`src/rtl/collision_scanner_if.sv`:
```
// Bus between the game FSM and the collision scanner: frame/clear controls,
// frog and packed car positions in; scan status and hit report out.
interface collision_scanner_if #(
    parameter int unsigned NUM_CARS = 8,
    parameter int unsigned X_W      = 10,
    parameter int unsigned Y_W      = 9
);
    localparam int unsigned HIT_W = (NUM_CARS > 1) ? $clog2(NUM_CARS) : 1;

    logic                    i_Frame_Start;
    logic                    i_Clear;
    logic [X_W-1:0]          i_Frog_X;
    logic [Y_W-1:0]          i_Frog_Y;
    logic [NUM_CARS*X_W-1:0] i_Car_X;
    logic [NUM_CARS*Y_W-1:0] i_Car_Y;
    logic [NUM_CARS-1:0]     i_Car_En;
    logic                    o_Busy;
    logic                    o_Scan_Done;
    logic                    o_Has_Collided;
    logic [HIT_W-1:0]        o_Hit_Idx;

    modport master (
        output i_Frame_Start, i_Clear, i_Frog_X, i_Frog_Y, i_Car_X, i_Car_Y, i_Car_En,
        input  o_Busy, o_Scan_Done, o_Has_Collided, o_Hit_Idx
    );

    modport slave (
        input  i_Frame_Start, i_Clear, i_Frog_X, i_Frog_Y, i_Car_X, i_Car_Y, i_Car_En,
        output o_Busy, o_Scan_Done, o_Has_Collided, o_Hit_Idx
    );
endinterface

```
`src/rtl/collision_scanner.sv`:
```
// Time-multiplexed frog/car rectangle-overlap scanner, one car per clock.
// Optional horizontal wrap-around test enabled by defining COLLISION_WRAP_EN.
module collision_scanner #(
    parameter int unsigned NUM_CARS = 8,
    parameter int unsigned X_W      = 10,
    parameter int unsigned Y_W      = 9,
    parameter int unsigned FROG_W   = 32,
    parameter int unsigned FROG_H   = 32,
    parameter int unsigned CAR_W    = 32,
    parameter int unsigned CAR_H    = 32,
    parameter int unsigned SCREEN_W = 640
) (
    input  logic               i_Clk,
    input  logic               i_Rst_L,
    collision_scanner_if.slave bus
);
    localparam int unsigned IDX_W = (NUM_CARS > 1) ? $clog2(NUM_CARS) : 1;
    localparam int unsigned XS_W  = X_W + 1;
    localparam int unsigned YS_W  = Y_W + 1;

    // Elaboration-time sanity checks on the configuration
    if (NUM_CARS < 1 || NUM_CARS > 16) begin : g_bad_num_cars
        $error("collision_scanner: NUM_CARS must be 1..16");
    end
    if (SCREEN_W < CAR_W) begin : g_bad_screen
        $error("collision_scanner: SCREEN_W must be at least CAR_W");
    end

    typedef enum logic [1:0] {
        S_IDLE = 2'd0,
        S_SCAN = 2'd1,
        S_DONE = 2'd2
    } state_t;

    state_t           state_q, state_d;
    logic [IDX_W-1:0] idx_q, idx_d;
    logic [X_W-1:0]   frog_x_q, frog_x_d;
    logic [Y_W-1:0]   frog_y_q, frog_y_d;
    logic             busy_q, busy_d;
    logic             done_q, done_d;
    logic             hit_flag_q, hit_flag_d;
    logic [IDX_W-1:0] hit_idx_q, hit_idx_d;

    logic [X_W-1:0]   car_x_c;
    logic [Y_W-1:0]   car_y_c;
    logic             car_en_c;
    logic             hit_x_c;
    logic             hit_xw_c;
    logic             hit_y_c;
    logic             hit_c;

    // Select the car under test; constant slices keep the mux simple
    always_comb begin
        car_x_c  = '0;
        car_y_c  = '0;
        car_en_c = 1'b0;
        for (int k = 0; k < NUM_CARS; k++) begin
            if (idx_q == IDX_W'(k)) begin
                car_x_c  = bus.i_Car_X[k*X_W +: X_W];
                car_y_c  = bus.i_Car_Y[k*Y_W +: Y_W];
                car_en_c = bus.i_Car_En[k];
            end
        end
    end

    // Strict rectangle overlap; one extra bit so the sums never wrap
    always_comb begin
        hit_x_c = ({1'b0, frog_x_q} < ({1'b0, car_x_c} + XS_W'(CAR_W))) &&
                  ({1'b0, car_x_c} < ({1'b0, frog_x_q} + XS_W'(FROG_W)));
        hit_y_c = ({1'b0, frog_y_q} < ({1'b0, car_y_c} + YS_W'(CAR_H))) &&
                  ({1'b0, car_y_c} < ({1'b0, frog_y_q} + YS_W'(FROG_H)));
    end

`ifdef COLLISION_WRAP_EN
    localparam int unsigned XW_W = X_W + 2;

    logic signed [XW_W-1:0] wrap_x_c;
    logic signed [XW_W-1:0] frog_xs_c;
    logic                   wrap_need_c;

    // A car hanging off the right edge re-enters on the left at cx-SCREEN_W
    always_comb begin
        wrap_x_c    = $signed({2'b00, car_x_c}) - $signed(XW_W'(SCREEN_W));
        frog_xs_c   = $signed({2'b00, frog_x_q});
        wrap_need_c = ({1'b0, car_x_c} > XS_W'(SCREEN_W - CAR_W));
        hit_xw_c    = wrap_need_c &&
                      (frog_xs_c < (wrap_x_c + $signed(XW_W'(CAR_W)))) &&
                      (wrap_x_c < (frog_xs_c + $signed(XW_W'(FROG_W))));
    end
`else
    assign hit_xw_c = 1'b0;
`endif

    assign hit_c = (state_q == S_SCAN) && car_en_c && (hit_x_c || hit_xw_c) && hit_y_c;

    // Next-state, scan index, frog snapshot and sticky hit report
    always_comb begin
        state_d    = state_q;
        idx_d      = idx_q;
        frog_x_d   = frog_x_q;
        frog_y_d   = frog_y_q;
        hit_flag_d = hit_flag_q;
        hit_idx_d  = hit_idx_q;

        case (state_q)
            S_IDLE: begin
                if (bus.i_Frame_Start) begin
                    frog_x_d = bus.i_Frog_X;
                    frog_y_d = bus.i_Frog_Y;
                    idx_d    = '0;
                    state_d  = S_SCAN;
                end
            end
            S_SCAN: begin
                if (idx_q == IDX_W'(NUM_CARS - 1)) begin
                    state_d = S_DONE;
                end else begin
                    idx_d = idx_q + IDX_W'(1);
                end
            end
            S_DONE: begin
                state_d = S_IDLE;
            end
            default: begin
                state_d = S_IDLE;
            end
        endcase

        if (bus.i_Clear) begin
            hit_flag_d = 1'b0;
            hit_idx_d  = '0;
        end
        // A hit in the same cycle as a clear counts as a fresh first hit
        if (hit_c && (!hit_flag_q || bus.i_Clear)) begin
            hit_flag_d = 1'b1;
            hit_idx_d  = idx_q;
        end

        busy_d = (state_d != S_IDLE);
        done_d = (state_d == S_DONE);
    end

    always_ff @(posedge i_Clk or negedge i_Rst_L) begin
        if (!i_Rst_L) begin
            state_q    <= S_IDLE;
            idx_q      <= '0;
            frog_x_q   <= '0;
            frog_y_q   <= '0;
            busy_q     <= 1'b0;
            done_q     <= 1'b0;
            hit_flag_q <= 1'b0;
            hit_idx_q  <= '0;
        end else begin
            state_q    <= state_d;
            idx_q      <= idx_d;
            frog_x_q   <= frog_x_d;
            frog_y_q   <= frog_y_d;
            busy_q     <= busy_d;
            done_q     <= done_d;
            hit_flag_q <= hit_flag_d;
            hit_idx_q  <= hit_idx_d;
        end
    end

    assign bus.o_Busy         = busy_q;
    assign bus.o_Scan_Done    = done_q;
    assign bus.o_Has_Collided = hit_flag_q;
    assign bus.o_Hit_Idx      = hit_idx_q;

endmodule

```
`src/flat_wrapper.sv`:
```
// flat-port wrapper written by rule: the top's interface ports become plain ports
module collision_scanner_flat 
#(
    parameter int unsigned NUM_CARS = 8,
    parameter int unsigned X_W      = 10,
    parameter int unsigned Y_W      = 9,
    parameter int unsigned FROG_W   = 32,
    parameter int unsigned FROG_H   = 32,
    parameter int unsigned CAR_W    = 32,
    parameter int unsigned CAR_H    = 32,
    parameter int unsigned SCREEN_W = 640
)
  (i_Clk, i_Rst_L, bus_i_Frame_Start, bus_i_Clear, bus_i_Frog_X, bus_i_Frog_Y, bus_i_Car_X, bus_i_Car_Y, bus_i_Car_En, bus_o_Busy, bus_o_Scan_Done, bus_o_Has_Collided, bus_o_Hit_Idx);
  collision_scanner_if #(.NUM_CARS(NUM_CARS), .X_W(X_W), .Y_W(Y_W)) bus_i ();
  input  logic i_Clk;
  input  logic i_Rst_L;
  input wire logic [$bits(bus_i.i_Frame_Start)-1:0] bus_i_Frame_Start;
  input wire logic [$bits(bus_i.i_Clear)-1:0] bus_i_Clear;
  input wire logic [$bits(bus_i.i_Frog_X)-1:0] bus_i_Frog_X;
  input wire logic [$bits(bus_i.i_Frog_Y)-1:0] bus_i_Frog_Y;
  input wire logic [$bits(bus_i.i_Car_X)-1:0] bus_i_Car_X;
  input wire logic [$bits(bus_i.i_Car_Y)-1:0] bus_i_Car_Y;
  input wire logic [$bits(bus_i.i_Car_En)-1:0] bus_i_Car_En;
  output wire logic [$bits(bus_i.o_Busy)-1:0] bus_o_Busy;
  output wire logic [$bits(bus_i.o_Scan_Done)-1:0] bus_o_Scan_Done;
  output wire logic [$bits(bus_i.o_Has_Collided)-1:0] bus_o_Has_Collided;
  output wire logic [$bits(bus_i.o_Hit_Idx)-1:0] bus_o_Hit_Idx;
  assign bus_i.i_Frame_Start = bus_i_Frame_Start;
  assign bus_i.i_Clear = bus_i_Clear;
  assign bus_i.i_Frog_X = bus_i_Frog_X;
  assign bus_i.i_Frog_Y = bus_i_Frog_Y;
  assign bus_i.i_Car_X = bus_i_Car_X;
  assign bus_i.i_Car_Y = bus_i_Car_Y;
  assign bus_i.i_Car_En = bus_i_Car_En;
  assign bus_o_Busy = bus_i.o_Busy;
  assign bus_o_Scan_Done = bus_i.o_Scan_Done;
  assign bus_o_Has_Collided = bus_i.o_Has_Collided;
  assign bus_o_Hit_Idx = bus_i.o_Hit_Idx;
  collision_scanner #(.NUM_CARS(NUM_CARS), .X_W(X_W), .Y_W(Y_W), .FROG_W(FROG_W), .FROG_H(FROG_H), .CAR_W(CAR_W), .CAR_H(CAR_H), .SCREEN_W(SCREEN_W)) u_core (.i_Clk(i_Clk), .i_Rst_L(i_Rst_L), .bus(bus_i));
endmodule
```
`config.mk`:
```
export PLATFORM = sky130hd
export DESIGN_NAME = collision_scanner_flat
export DESIGN_NICKNAME = d
export VERILOG_FILES = /design/src/rtl/collision_scanner_if.sv /design/src/rtl/collision_scanner.sv /design/src/flat_wrapper.sv
export SDC_FILE = /design/constraint.sdc
export NUM_CORES = 1
export LEC_CHECK = 0
export CAP_MARGIN = 20
export CORE_MARGIN = 2
export CORE_UTILIZATION = 66
export DETAILED_ROUTE_END_ITERATION = 10
export DONT_BUFFER_PORTS = 1
export GPL_TIMING_DRIVEN = 0
export PLACE_DENSITY = 0.83
export SLEW_MARGIN = 20
export SYNTH_ARGS = -nofsm -noshare
export SYNTH_HDL_FRONTEND = slang
export SYNTH_SLANG_ARGS = --single-unit
export TNS_END_PERCENT = 50
```
`constraint.sdc`:
```
create_clock -name i_Clk -period 9.15 [get_ports i_Clk]
set_input_delay 0.4575 -clock i_Clk [delete_from_list [all_inputs] [get_ports i_Clk]]
set_output_delay 0.4575 -clock i_Clk [all_outputs]
set_load 0.005 [all_outputs]
```
==> results of run 1 <==
## repair_timing
item	in CTS	in global routing
endpoints found under the hold margin	30	0
gates resized for setup	0	0
hold buffers	2	0
## cell type report
cell class                      instances  area [um^2]  share of cell area [%]
Tap cell                               77         96.3                    2.18
Multi-Input combinational cell        424         3100                    70.3
Buffer                                 37          216                    4.90
Clock inverter                          1         5.00                   0.113
Inverter                               34          128                    2.89
Sequential cell                        30          751                    17.0
Timing Repair Buffer                    2         30.0                   0.680
Clock buffer                            7         86.3                    1.95
## cells in the mapped netlist, types with 3 or more instances
master	instances
a211oi_1	4
a21o_1	6
a21oi_1	46
a221o_1	3
a221oi_1	15
a221oi_2	3
a22oi_1	11
a311oi_1	6
and3_1	6
buf_1	4
buf_2	11
buf_4	5
buf_6	6
clkbuf_1	11
dfrtp_1	30
ha_1	42
inv_1	33
mux2_2	19
mux2i_1	11
nand2_1	53
nand2b_1	9
nand3_1	14
nand3b_1	15
nor2_1	25
nor2b_1	15
nor3_1	4
o211ai_1	15
o21a_1	6
o21ai_0	28
o22ai_1	6
o311ai_1	3
o31a_1	5
or2_1	3
xnor2_1	5
xor2_1	5
## where the power goes
part,switching (mW),total [mW],internal (mW)
clock network,0.0493,0.110,0.0605
logic,0.979,1.74,0.763
registers,0.0579,0.248,0.190
## layer usage
| layer | track usage (%) | vias to the layer above | share of wire (%) | wire length, um |
|---|---|---|---|---|
| met3 | 9.20 | 44 | 9.9 | 1310 |
| met5 | 0 | - | 0 | 0 |
| met4 | 16.1 | 0 | 4.0 | 530 |
| li1 | - | 1983 | - | - |
| met2 | 58.8 | 261 | 47 | 6250 |
| met1 | 44.9 | 1972 | 39 | 5130 |
## kinds of logic after synthesis
| group | count (synthesis) | synth area share, % |
|---|---|---|
| DFF | 30 | 17.9 |
| adders and majority gates | 42 | 12.5 |
| and+or+nand+nor | 158 | 19.4 |
| AOI/OAI and AO/OA | 184 | 32.2 |
| buffers and inverters | 71 | 8.19 |
| xor gates and xnor gates | 10 | 2.09 |
| muxes | 30 | 7.72 |
## worst max path at each step
stage                                     start                                   to  slack (ps)  depth (start not counted)
floorplan           u_core.idx_q[2]$_DFFE_PN0P_  u_core.bus.o_Hit_Idx[0]$_DFFE_PN0P_        4930                         21
global placement    u_core.idx_q[2]$_DFFE_PN0P_  u_core.bus.o_Hit_Idx[1]$_DFFE_PN0P_        4070                         20
detailed placement  u_core.idx_q[2]$_DFFE_PN0P_  u_core.bus.o_Hit_Idx[0]$_DFFE_PN0P_        3930                         20
CTS                 u_core.idx_q[2]$_DFFE_PN0P_  u_core.bus.o_Hit_Idx[0]$_DFFE_PN0P_        3910                         20
global route        u_core.idx_q[2]$_DFFE_PN0P_  u_core.bus.o_Hit_Idx[1]$_DFFE_PN0P_        3370                         21
finish              u_core.idx_q[2]$_DFFE_PN0P_  u_core.bus.o_Hit_Idx[0]$_DFFE_PN0P_        3790                         20
## through the flow
step	setup WS, ps	cell area [um^2]	hold WS, ps	std cells
after global routing	3370	4420	293	612
after global placement	4070	4300	163	602
after CTS	3910	4420	287	612
final	3790	4420	296	612
after detailed placement	3930	4300	163	602
after floorplan	4930	4200	162	525
## state kept, by name (all words and copies together), names as in the netlist
signal and cells:
u_core.bus.o_Scan_Done 1, u_core.state_q 2, u_core.idx_q 3, u_core.frog_x_q 10
u_core.frog_y_q 9, u_core.bus.o_Hit_Idx 3, u_core.bus.o_Busy 1, u_core.bus.o_Has_Collided 1
## cell usage in the layout, fill, tap and decap left out, types with 4 or more instances in the layout
| cell type | n |
|---|---|
| mux2i_1 | 11 |
| a211oi_1 | 4 |
| buf_6 | 6 |
| o31a_1 | 5 |
| mux2_2 | 19 |
| buf_4 | 5 |
| o21a_1 | 6 |
| nor2b_1 | 15 |
| buf_1 | 4 |
| clkbuf_8 | 6 |
| nor3_1 | 4 |
| a221oi_1 | 15 |
| dfrtp_1 | 30 |
| nand2_1 | 53 |
| nand3_1 | 14 |
| o22ai_1 | 6 |
| nor2_1 | 25 |
| clkbuf_1 | 12 |
| a21oi_1 | 46 |
| inv_1 | 33 |
| xnor2_1 | 5 |
| nand3b_1 | 15 |
| o21ai_0 | 28 |
| and3_1 | 6 |
| a22oi_1 | 11 |
| o211ai_1 | 15 |
| buf_2 | 11 |
| ha_1 | 42 |
| a311oi_1 | 6 |
| a21o_1 | 6 |
| xor2_1 | 5 |
| nand2b_1 | 9 |
==> metrics.cfg, run 1 <==
[layout]
finish.utilization_pct=70.8
finalNetCount=759
antenna_cells=0
layout-area-overhead-vs-synth_pct=5.18
filler_cell_count=514
drive_above_1_share_pct=11.4

[global_route]
antenna_found_initial=0
grt_use_total_pct=36.1
grt_overflow=0
grt_max_degree=31
grt_pass1_wl_mm=20.3
first_global_vias=4028

[worst_setup_path]
timing.critical_path.fanout_max=10
cp_data_arrival_time_ps=5560
worstRegToRegCells=20
max_stage_delay_ps=1000
worstSetupStartpointType=flop
timing.critical_path.slowest_stage_cell=a2111oi_1
timing.setup.critical_path_class=reg -> reg
rr_endpoint=u_core.bus.o_Hit_Idx[0]$_DFFE_PN0P_
regToRegStartpoint=u_core.idx_q[2]$_DFFE_PN0P_
worstPathRequired_ps=9350
endpoint_kind=flop
sequence_of_cells_on_the_critical_path=inv_1 > buf_2 > ha_1 > buf_6 > or2_1 > buf_2 > a221oi_1 > a2111oi_1 > a21oi_1 > ha_1 > nand3_1 > xor2_1 > ha_1 > and3_1 > a221oi_1 > o21ai_0 > a31oi_1 > a211oi_2 > nor4_4 > mux2i_1
cpLargestDelayFamily=compound AO/OA/AOI/OAI gates
setup.reg_to_reg.worst_slack_ps=3790
critPathBufInv=4
crit_top_cell=ha_1

[placed_design]
finalWeightedCongestion=0.959
place.port_buffers=0
dp_hpwl_mm=10.8

[cts]
cts.reportedPaths.clkPinSlew_ps=70
clock-root-buffer=clkbuf_8
cts_inserted_buffers=5
cts-htree-levels=2
tritoncts_clock_tree=built
cts.sink_count=30
cts_setup_buffers=0
insertion_delay_ps=290
cts.path.max_buffers=2

[route]
ant_nets=0
totalWireLength_mm=13.2
drtIter0Drc=348
routedWlPerCell_um=21.6
drc_errors_left=0
first_pass_iters=5
detail_route.vias_per_cell=6.96
vias=4260

[floorplanning]
floorplan.rows=29
floorplan.initialDensity_pct=67.3
die_h_um=83.8
die-area_um2=7020
floorplan.io_pins=189
die_width_um=83.8
floorplan.core_area_um2=6240

[pwr]
power.density_cell_area_nw_per_um2=475
post-layout-total-power_mw=2.10
leakagePower_nw=1.85
worst_ir_drop_vdd_uv=290

[yosys]
synth_top_area_cell=dfrtp_1
leading_post_synthesis_cells_by_cell_area=dfrtp_1, ha_1, a21oi_1
async_flop_share_pct=100
combined_area_of_all_synthesized_cells_um2=4200
net_count_after_synthesis=750
synth_edf_count=0
postSynthRegisterBits=30
ys_warnings=0
synth.lib_cells_used.distinct=65
synth_seq_area_share_pct=17.9
post_synth_top_flop=dfrtp_1
post_synth.cell_area_avg_um2=8.00
syn-instance-count=525
yosys.area.top_type_share_pct=17.9

[sta]
worst_slew_margin_rel_pct=24.3
timing_worst_slew_pin_value_ps=1130
finalSetupViolCount=0
min_period_ps=5360
finalMaxSlewViolations=0
hold_viol_final=0
fin_setup_tns_ps=0
fmaxAchievable_mhz=187
worst_clock_skew_ps=10.3
rsz0062_at_grt=no
fin_crit_sh_pct=58.6

[run]
timing.max_cap.violations=0

[run_status]
status=completed

[worst_hold_path]
min-delay-path-class=in -> reg
hold_path_end=u_core.frog_y_q[3]$_DFFE_PN0P_
min_delay_path_depth=2
hold_start=bus_i_Frog_Y[3]

(Power assumes the default switching activity.)
==> inputs of run 2 (changes only) <==
- CORE_UTILIZATION: 66 -> 60
- PLACE_DENSITY: 0.83 -> 0.8
- clock period: 9.15 -> 4.44 ns (I/O delays scaled with it)
==> run 2 against run 1 <==
Net effect: critical path depth stayed put; first-iteration DRC count decreased by 20%; combinational power grew to 2.6 times the previous value; global-route usage decreased by 2.2 points; critical path type unchanged; worst setup slack worse by 3700 ps; design area rose by 13%; highest routed layer unchanged; largest power group unchanged; maximum frequency rose by 23%; routed wire length increased by 7.1%.
==> metrics.cfg, run 2 (synthesized netlist as in run 1, its figures left out) <==
[cts]
cts_inserted_buffers=5  ; unchanged
cts.sink_count=30  ; unchanged
clock-root-buffer=clkbuf_8  ; unchanged
insertion_delay_ps=280  ; was 290 ps
cts.path.max_buffers=2  ; unchanged
tritoncts_clock_tree=built  ; unchanged
cts-htree-levels=2  ; unchanged
cts.reportedPaths.clkPinSlew_ps=70  ; about the same

[global_route]
grt_max_degree=31  ; unchanged
grt_pass1_wl_mm=20.2  ; was 20.3 mm
antenna_found_initial=0  ; unchanged
first_global_vias=4021  ; was 4028
grt_overflow=0  ; unchanged
grt_use_total_pct=33.9  ; was 36.1%

[floorplanning]
die_h_um=87.7  ; was 83.8 um
die-area_um2=7680  ; was 7020 um^2
die_width_um=87.7  ; was 83.8 um
floorplan.rows=30  ; was 29
floorplan.core_area_um2=6790  ; was 6240 um^2
floorplan.io_pins=189  ; unchanged
floorplan.initialDensity_pct=61.8  ; was 67.3%

[layout]
drive_above_1_share_pct=24.3  ; was 11.4%
filler_cell_count=518  ; was 514
finalNetCount=780  ; was 759
final_common_cell=nand2_1  ; unchanged
layout-area-overhead-vs-synth_pct=19.2  ; was 5.18%
mostFrequentLayoutCells=nand2_1, a21oi_1, ha_1  ; unchanged
largest-register=u_core.frog_x_q  ; unchanged
reg_top3=u_core.frog_x_q x10, u_core.frog_y_q x9  ; unchanged
max_ffs_per_register=10  ; unchanged
finish.utilization_pct=73.7  ; was 70.8%

[run_status]
status=completed  ; unchanged

[route]
drc_errors_left=0  ; unchanged
totalWireLength_mm=14.2  ; was 13.2 mm
drtIter0Drc=277  ; was 348
vias=4421  ; was 4260
first_pass_iters=5  ; unchanged
detail_route.vias_per_cell=6.77  ; was 6.96
ant_nets=0  ; unchanged
routedWlPerCell_um=21.7  ; was 21.6 um

[worst_setup_path]
timing.setup.critical_path_class=reg -> reg  ; unchanged
endpoint_kind=flop  ; unchanged
timing.critical_path.fanout_max=19  ; was 10
cp_data_arrival_time_ps=4540  ; was 5560 ps
worstPathRequired_ps=4640  ; was 9350 ps
worstSetupStartpointType=flop  ; unchanged
worstRegToRegCells=20  ; unchanged

[sta]
timing_worst_slew_pin_value_ps=843  ; was 1130 ps
finalMaxSlewViolations=0  ; unchanged
rsz0062_at_grt=yes  ; was no
worst_clock_skew_ps=8.40  ; was 10.3 ps
fin_crit_sh_pct=97.9  ; was 58.6%
worst_slew_margin_rel_pct=43.6  ; was 24.3%
min_period_ps=4350  ; was 5360 ps
final_critical_path_setup_slack_ps=93.8  ; was 3790 ps
fmaxAchievable_mhz=230  ; was 187 MHz
hold_viol_final=0  ; unchanged
finalSetupViolCount=0  ; unchanged

[placed_design]
place.port_buffers=0  ; unchanged
dpl_worst_slack_ps=-756  ; was 3930 ps
dp_hpwl_mm=10.7  ; was 10.8 mm
finalWeightedCongestion=0.930  ; was 0.959

[pwr]
power.density_cell_area_nw_per_um2=1060  ; was 475 nW/um^2
worst_ir_drop_vdd_uv=588  ; was 290 uV
leakagePower_nw=2.05  ; was 1.85 nW
post-layout-total-power_mw=5.29  ; was 2.10 mW

[run]
timing.max_cap.violations=0  ; unchanged

[worst_hold_path]
min_delay_path_depth=2  ; unchanged
min-delay-path-class=in -> reg  ; unchanged

run 2: changes by cell type in the layout (fill, tap and decap cells not counted), sizes merged:
| cell | before | now |
|---|---|---|
| clkbuf | 18 | 17 |
| bufinv | 0 | 1 |
| buf | 27 | 49 |
| diode | 0 | 1 |
| clkinv | 1 | 0 |
run 2: worst max-delay path: stages (launching register included):
cell,delay [ps]
dfrtp_2,460
buf_4,150
ha_1,210
buf_6,150
buf_4,180
buf_8,160
nor2b_1,130
a311oi_1,260
a21oi_1,70
o211ai_1,250
o21ai_0,160
a21oi_2,240
mux2_2,190
ha_1,260
o21a_1,180
o22ai_1,200
o32a_1,210
nand4_1,200
nor4_4,230
buf_4,170
mux2i_1,170
run 2: final timing paths:
kind,start,to,slack [ps]
worst max-delay path,u_core.idx_q[1]$_DFFE_PN0P_,u_core.bus.o_Hit_Idx[1]$_DFFE_PN0P_,90
worst min-delay path,bus_i_Frog_X[3],u_core.frog_x_q[3]$_DFFE_PN0P_,70
worst max register to register,u_core.idx_q[1]$_DFFE_PN0P_,u_core.bus.o_Hit_Idx[1]$_DFFE_PN0P_,90
worst min register to register,u_core.bus.o_Hit_Idx[1]$_DFFE_PN0P_,u_core.bus.o_Hit_Idx[1]$_DFFE_PN0P_,570
max in group asynchronous,i_Rst_L,u_core.idx_q[0]$_DFFE_PN0P_,3890
min in group asynchronous,i_Rst_L,u_core.bus.o_Has_Collided$_DFFE_PN0P_,380
run 2: cell type report:
| cell class | instances | area (um^2) | area share, % |
|---|---|---|---|
| inverter | 34 | 130 | 2.60 |
| buffer | 35 | 272 | 5.42 |
| antenna | 1 | 2.50 | 0.0500 |
| multi-input combinational | 424 | 3410 | 68.2 |
| tap | 96 | 120 | 2.40 |
| sequential | 30 | 753 | 15.0 |
| timing repair buffer | 25 | 206 | 4.13 |
| clock inverter | 1 | 30.0 | 0.600 |
| clock buffer | 7 | 76.3 | 1.53 |
run 2: layer usage:
layer  up-vias  track usage (%)  routed length (um)
met5         -                0                   0
met1      2071             43.5                5550
li1       2027                -                   -
met2       273             54.9                6690
met3        50             7.35                1350
met4         0             14.7                 562
run 2: metrics by stage:
stage,TNS [ps],cells,hold WS (ps),area (um^2)
6_report,0,653,65.2,5000
3_3_place_gp,-2260,621,-72.8,4320
5_1_grt,-160,652,67.0,5000
4_1_cts,0,641,56.0,4720
3_5_place_dp,-2530,621,-72.7,4320
2_1_floorplan,0,525,-73.6,4200
run 2: timing repair:
item | CTS | global route
pin swaps | 12 | 30
resized for setup | 52 | 40
hold buffers | 2 | 0
setup buffers | 12 | 11
hold endpoints to repair | 30 | 0
endpoints found under the setup margin | 4 | 4
gates cloned | 0 | 0
run 2: power by group:
group / internal, mW / total (mW) / switching [mW]
clock network: 0.168 / 0.266 / 0.0982
registers: 0.393 / 0.525 / 0.133
logic: 2.12 / 4.50 / 2.37
==> inputs of run 3 (changes only) <==
- CORE_MARGIN: 2 -> 4
- CORE_UTILIZATION: 60 -> 66
- PLACE_DENSITY: 0.8 -> 0.83
- REMOVE_ABC_BUFFERS: default -> 1
- clock period: 4.44 -> 4.41 ns (I/O delays scaled with it)
==> run 3 against run 2 <==
Net effect: sequential share of layout area is 0.75 points higher; worst hold slack worse by 14 ps; routed wire length is 12% higher; clock skew is 2.2 ps higher; the run now ends with setup timing left; sequential power is 0.8% lower; maximum frequency is 6.0% lower; sequential cell count stayed put.
==> metrics.cfg, run 3 (synthesized netlist as in run 1, its figures left out) <==
[sta]
worst_slew_margin_rel_pct=47.9  ; was 43.6%
fin_crit_sh_pct=105  ; was 97.9%
rsz0062_at_grt=yes  ; unchanged
fin_setup_tns_ps=-552  ; was 0 ps
final_critical_path_setup_slack_ps=-213  ; was 93.8 ps
min_period_ps=4620  ; was 4350 ps
fmaxAchievable_mhz=216  ; was 230 MHz
hold_viol_final=0  ; unchanged
finalSetupViolCount=3  ; was 0
worst_clock_skew_ps=10.6  ; was 8.40 ps
timing_worst_slew_pin_value_ps=777  ; was 843 ps
finalMaxSlewViolations=0  ; unchanged

[layout]
largest-register=u_core.frog_x_q  ; unchanged
antenna_cells=0  ; was 1
final_cell_area_um2=4790  ; was 5000 um^2
reg_top3=u_core.frog_x_q x10, u_core.frog_y_q x9  ; unchanged
layout-area-overhead-vs-synth_pct=14.1  ; was 19.2%
drive_above_1_share_pct=20.5  ; was 24.3%
finish.utilization_pct=79.0  ; was 73.7%
max_ffs_per_register=10  ; unchanged
post_layout_nonfiller_instances=611  ; was 653
final_common_cell=nand2_1  ; unchanged
mostFrequentLayoutCells=nand2_1, a21oi_1, ha_1  ; unchanged
finalNetCount=761  ; was 780

[placed_design]
dp_hpwl_mm=10.5  ; was 10.7 mm
place.port_buffers=0  ; unchanged
finalWeightedCongestion=0.998  ; was 0.930
detailed_place.area_um2=4150  ; was 4320 um^2
dpl.cell_count=566  ; was 621

[cts]
tritoncts_clock_tree=built  ; unchanged
cts.path.max_buffers=2  ; unchanged
clock-root-buffer=clkbuf_8  ; unchanged
cts.reportedPaths.clkPinSlew_ps=70  ; about the same
insertion_delay_ps=290  ; was 280 ps
cts_inserted_buffers=5  ; unchanged
cts.sink_count=30  ; unchanged
cts-htree-levels=2  ; unchanged

[worst_setup_path]
worstPathRequired_ps=4600  ; was 4640 ps
cp_data_arrival_time_ps=4810  ; was 4540 ps
startpoint=u_core.idx_q[0]$_DFFE_PN0P_  ; was u_core.idx_q[1]$_DFFE_PN0P_
timing.critical_path.slowest_stage_cell=dfrtp_2  ; unchanged
rr_endpoint=u_core.bus.o_Hit_Idx[2]$_DFFE_PN0P_  ; was u_core.bus.o_Hit_Idx[1]$_DFFE_PN0P_
crit_end=u_core.bus.o_Hit_Idx[2]$_DFFE_PN0P_  ; was u_core.bus.o_Hit_Idx[1]$_DFFE_PN0P_
regToRegStartpoint=u_core.idx_q[0]$_DFFE_PN0P_  ; was u_core.idx_q[1]$_DFFE_PN0P_
worstRegToRegCells=17  ; was 20
worstSetupStartpointType=flop  ; unchanged
max_stage_delay_ps=470  ; was 460 ps
endpoint_kind=flop  ; unchanged
timing.critical_path.fanout_max=12  ; was 19
setup.reg_to_reg.worst_slack_ps=-210  ; was 90 ps
sequence_of_cells_on_the_critical_path=inv_4 > buf_4 > ha_4 > buf_4 > nand2_1 > a221oi_1 > o311ai_2 > a2111oi_4 > xnor2_1 > ha_1 > a21o_1 > a221oi_4 > o21ai_2 > a2111oi_4 > a211oi_2 > nor4_4 > mux2i_1  ; was buf_4 > ha_1 > buf_6 > buf_4 > buf_8 > nor2b_1 > a311oi_1 > a21oi_1 > o211ai_1 > o21ai_0 > a21oi_2 > mux2_2 > ha_1 > o21a_1 > o22ai_1 > o32a_1 > nand4_1 > nor4_4 > buf_4 > mux2i_1
timing.setup.critical_path_class=reg -> reg  ; unchanged

[route]
drc_errors_left=0  ; unchanged
detail_route.vias_per_cell=7.36  ; was 6.77
vias=4495  ; was 4421
ant_nets=0  ; unchanged
first_pass_iters=5  ; unchanged
routedWlPerCell_um=26.0  ; was 21.7 um
drtIter0Drc=471  ; was 277
totalWireLength_mm=15.9  ; was 14.2 mm

[global_route]
grt_pass1_wl_mm=21.7  ; was 20.2 mm
first_global_vias=4163  ; was 4021
antenna_found_initial=0  ; unchanged
grt_overflow=0  ; unchanged
grt_max_degree=38  ; was 31
grt_use_total_pct=36.9  ; was 33.9%

[floorplanning]
die_width_um=87.8  ; was 87.7 um
floorplan.rows=28  ; was 30
floorplan.core_area_um2=6060  ; was 6790 um^2
floorplan.initialDensity_pct=69.3  ; was 61.8%
die_h_um=87.8  ; was 87.7 um
floorplan.io_pins=189  ; unchanged
die-area_um2=7700  ; was 7680 um^2

[pwr]
switching_share_pct=50.6  ; was 49.3%
leakagePower_nw=1.95  ; was 2.05 nW
share_seq_of_total_power_pct=10.2  ; was 9.9%
cellInternalPower_mw=2.52  ; was 2.68 mW
power.density_cell_area_nw_per_um2=1070  ; was 1060 nW/um^2
switching_power_mw=2.58  ; was 2.61 mW
clkPwrFrac_pct=5.7  ; was 5.0%
combinational_share_of_power_pct=84.1  ; was 85.0%
post-layout-total-power_mw=5.11  ; was 5.29 mW
worst_ir_drop_vdd_uv=684  ; was 588 uV

[run]
timing.max_cap.violations=0  ; unchanged

[worst_hold_path]
min-delay-path-class=in -> reg  ; unchanged
min_delay_path_depth=2  ; unchanged

[run_status]
status=complete, but fails checks  ; was completed
violated_checks=setup timing

==> run 3: changes by cell type in the layout (fill, tap and decap cells not counted), sizes merged <==
| cell | delta |
|---|---|
| diode | -1 |
| clkinvlp | +3 |
| clkbuf | -9 |
| buf | -12 |
| inv | -2 |
==> run 3: metal layers <==
layer / share of wire (%) / GRT usage, % / vias up / wire length, um
li1: - / - / 1978 / -
met3: 11 / 9.03 / 68 / 1760
met1: 37 / 44.9 / 2104 / 5830
met2: 48 / 61.4 / 345 / 7590
met5: 0 / 0 / - / 0
met4: 4.5 / 16.5 / 0 / 716
==> run 3: worst min-delay path by stage <==
stage                                from                        endpoint
after floorplan                   i_Rst_L     u_core.bus.o_Busy$_DFF_PN0_
after global placement            i_Rst_L  u_core.frog_y_q[0]$_DFFE_PN0P_
after detailed placement          i_Rst_L  u_core.frog_y_q[2]$_DFFE_PN0P_
after CTS                 bus_i_Frog_X[2]  u_core.frog_x_q[2]$_DFFE_PN0P_
after global routing      bus_i_Frog_Y[4]  u_core.frog_y_q[4]$_DFFE_PN0P_
final                     bus_i_Frog_Y[4]  u_core.frog_y_q[4]$_DFFE_PN0P_
==> run 3: what timing repair did <==
item / in CTS / in global routing
hold buffers: 2 / 0
gates cloned: 1 / 1
buffers inserted: 17 / 17
gates resized for setup: 28 / 14
pin swaps: 6 / 12
endpoints found under the setup margin: 4 / 4
hold endpoints to repair: 30 / 0
==> run 3: through the flow <==
stage,hold WS [ps],setup WS (ps)
6_report,50.8,-213
5_1_grt,56.1,-407
4_1_cts,50.8,23.4
3_5_place_dp,-74.5,-1870
3_3_place_gp,-74.5,-2180
2_1_floorplan,-75.1,-685
==> run 3: worst max-delay path: cells and delay by family (launching register included) <==
family / cells / cell delay (ps)
buffers and inverters: 3 / 430
AO/OA/AOI/OAI: 8 / 2090
AND/OR/NAND/NOR: 2 / 620
XOR/XNOR: 1 / 190
multiplexers: 1 / 270
flip-flops: 1 / 470
adder cells (fa/ha/maj): 2 / 440
==> run 3: cell type report <==
type,instances,area (um^2)
timing repair inverter,1,5.00
clock inverter,1,30.0
fill,427,1270
tap,75,93.8
sequential,30,757
timing repair buffer,40,385
clock buffer,6,82.6
multi-input combinational,424,3300
inverter,34,138
==> run 3: power groups by stage <==
| stage | logic (mW) | registers [mW] | clock network (mW) |
|---|---|---|---|
| after floorplan | 2.62 | 0.495 | 0 |
| after global placement | 3.22 | 0.526 | 0 |
| after detailed placement | 3.42 | 0.532 | 0 |
| after CTS | 3.76 | 0.510 | 0.292 |
| after global routing | 4.62 | 0.539 | 0.305 |
| final | 4.29 | 0.521 | 0.290 |
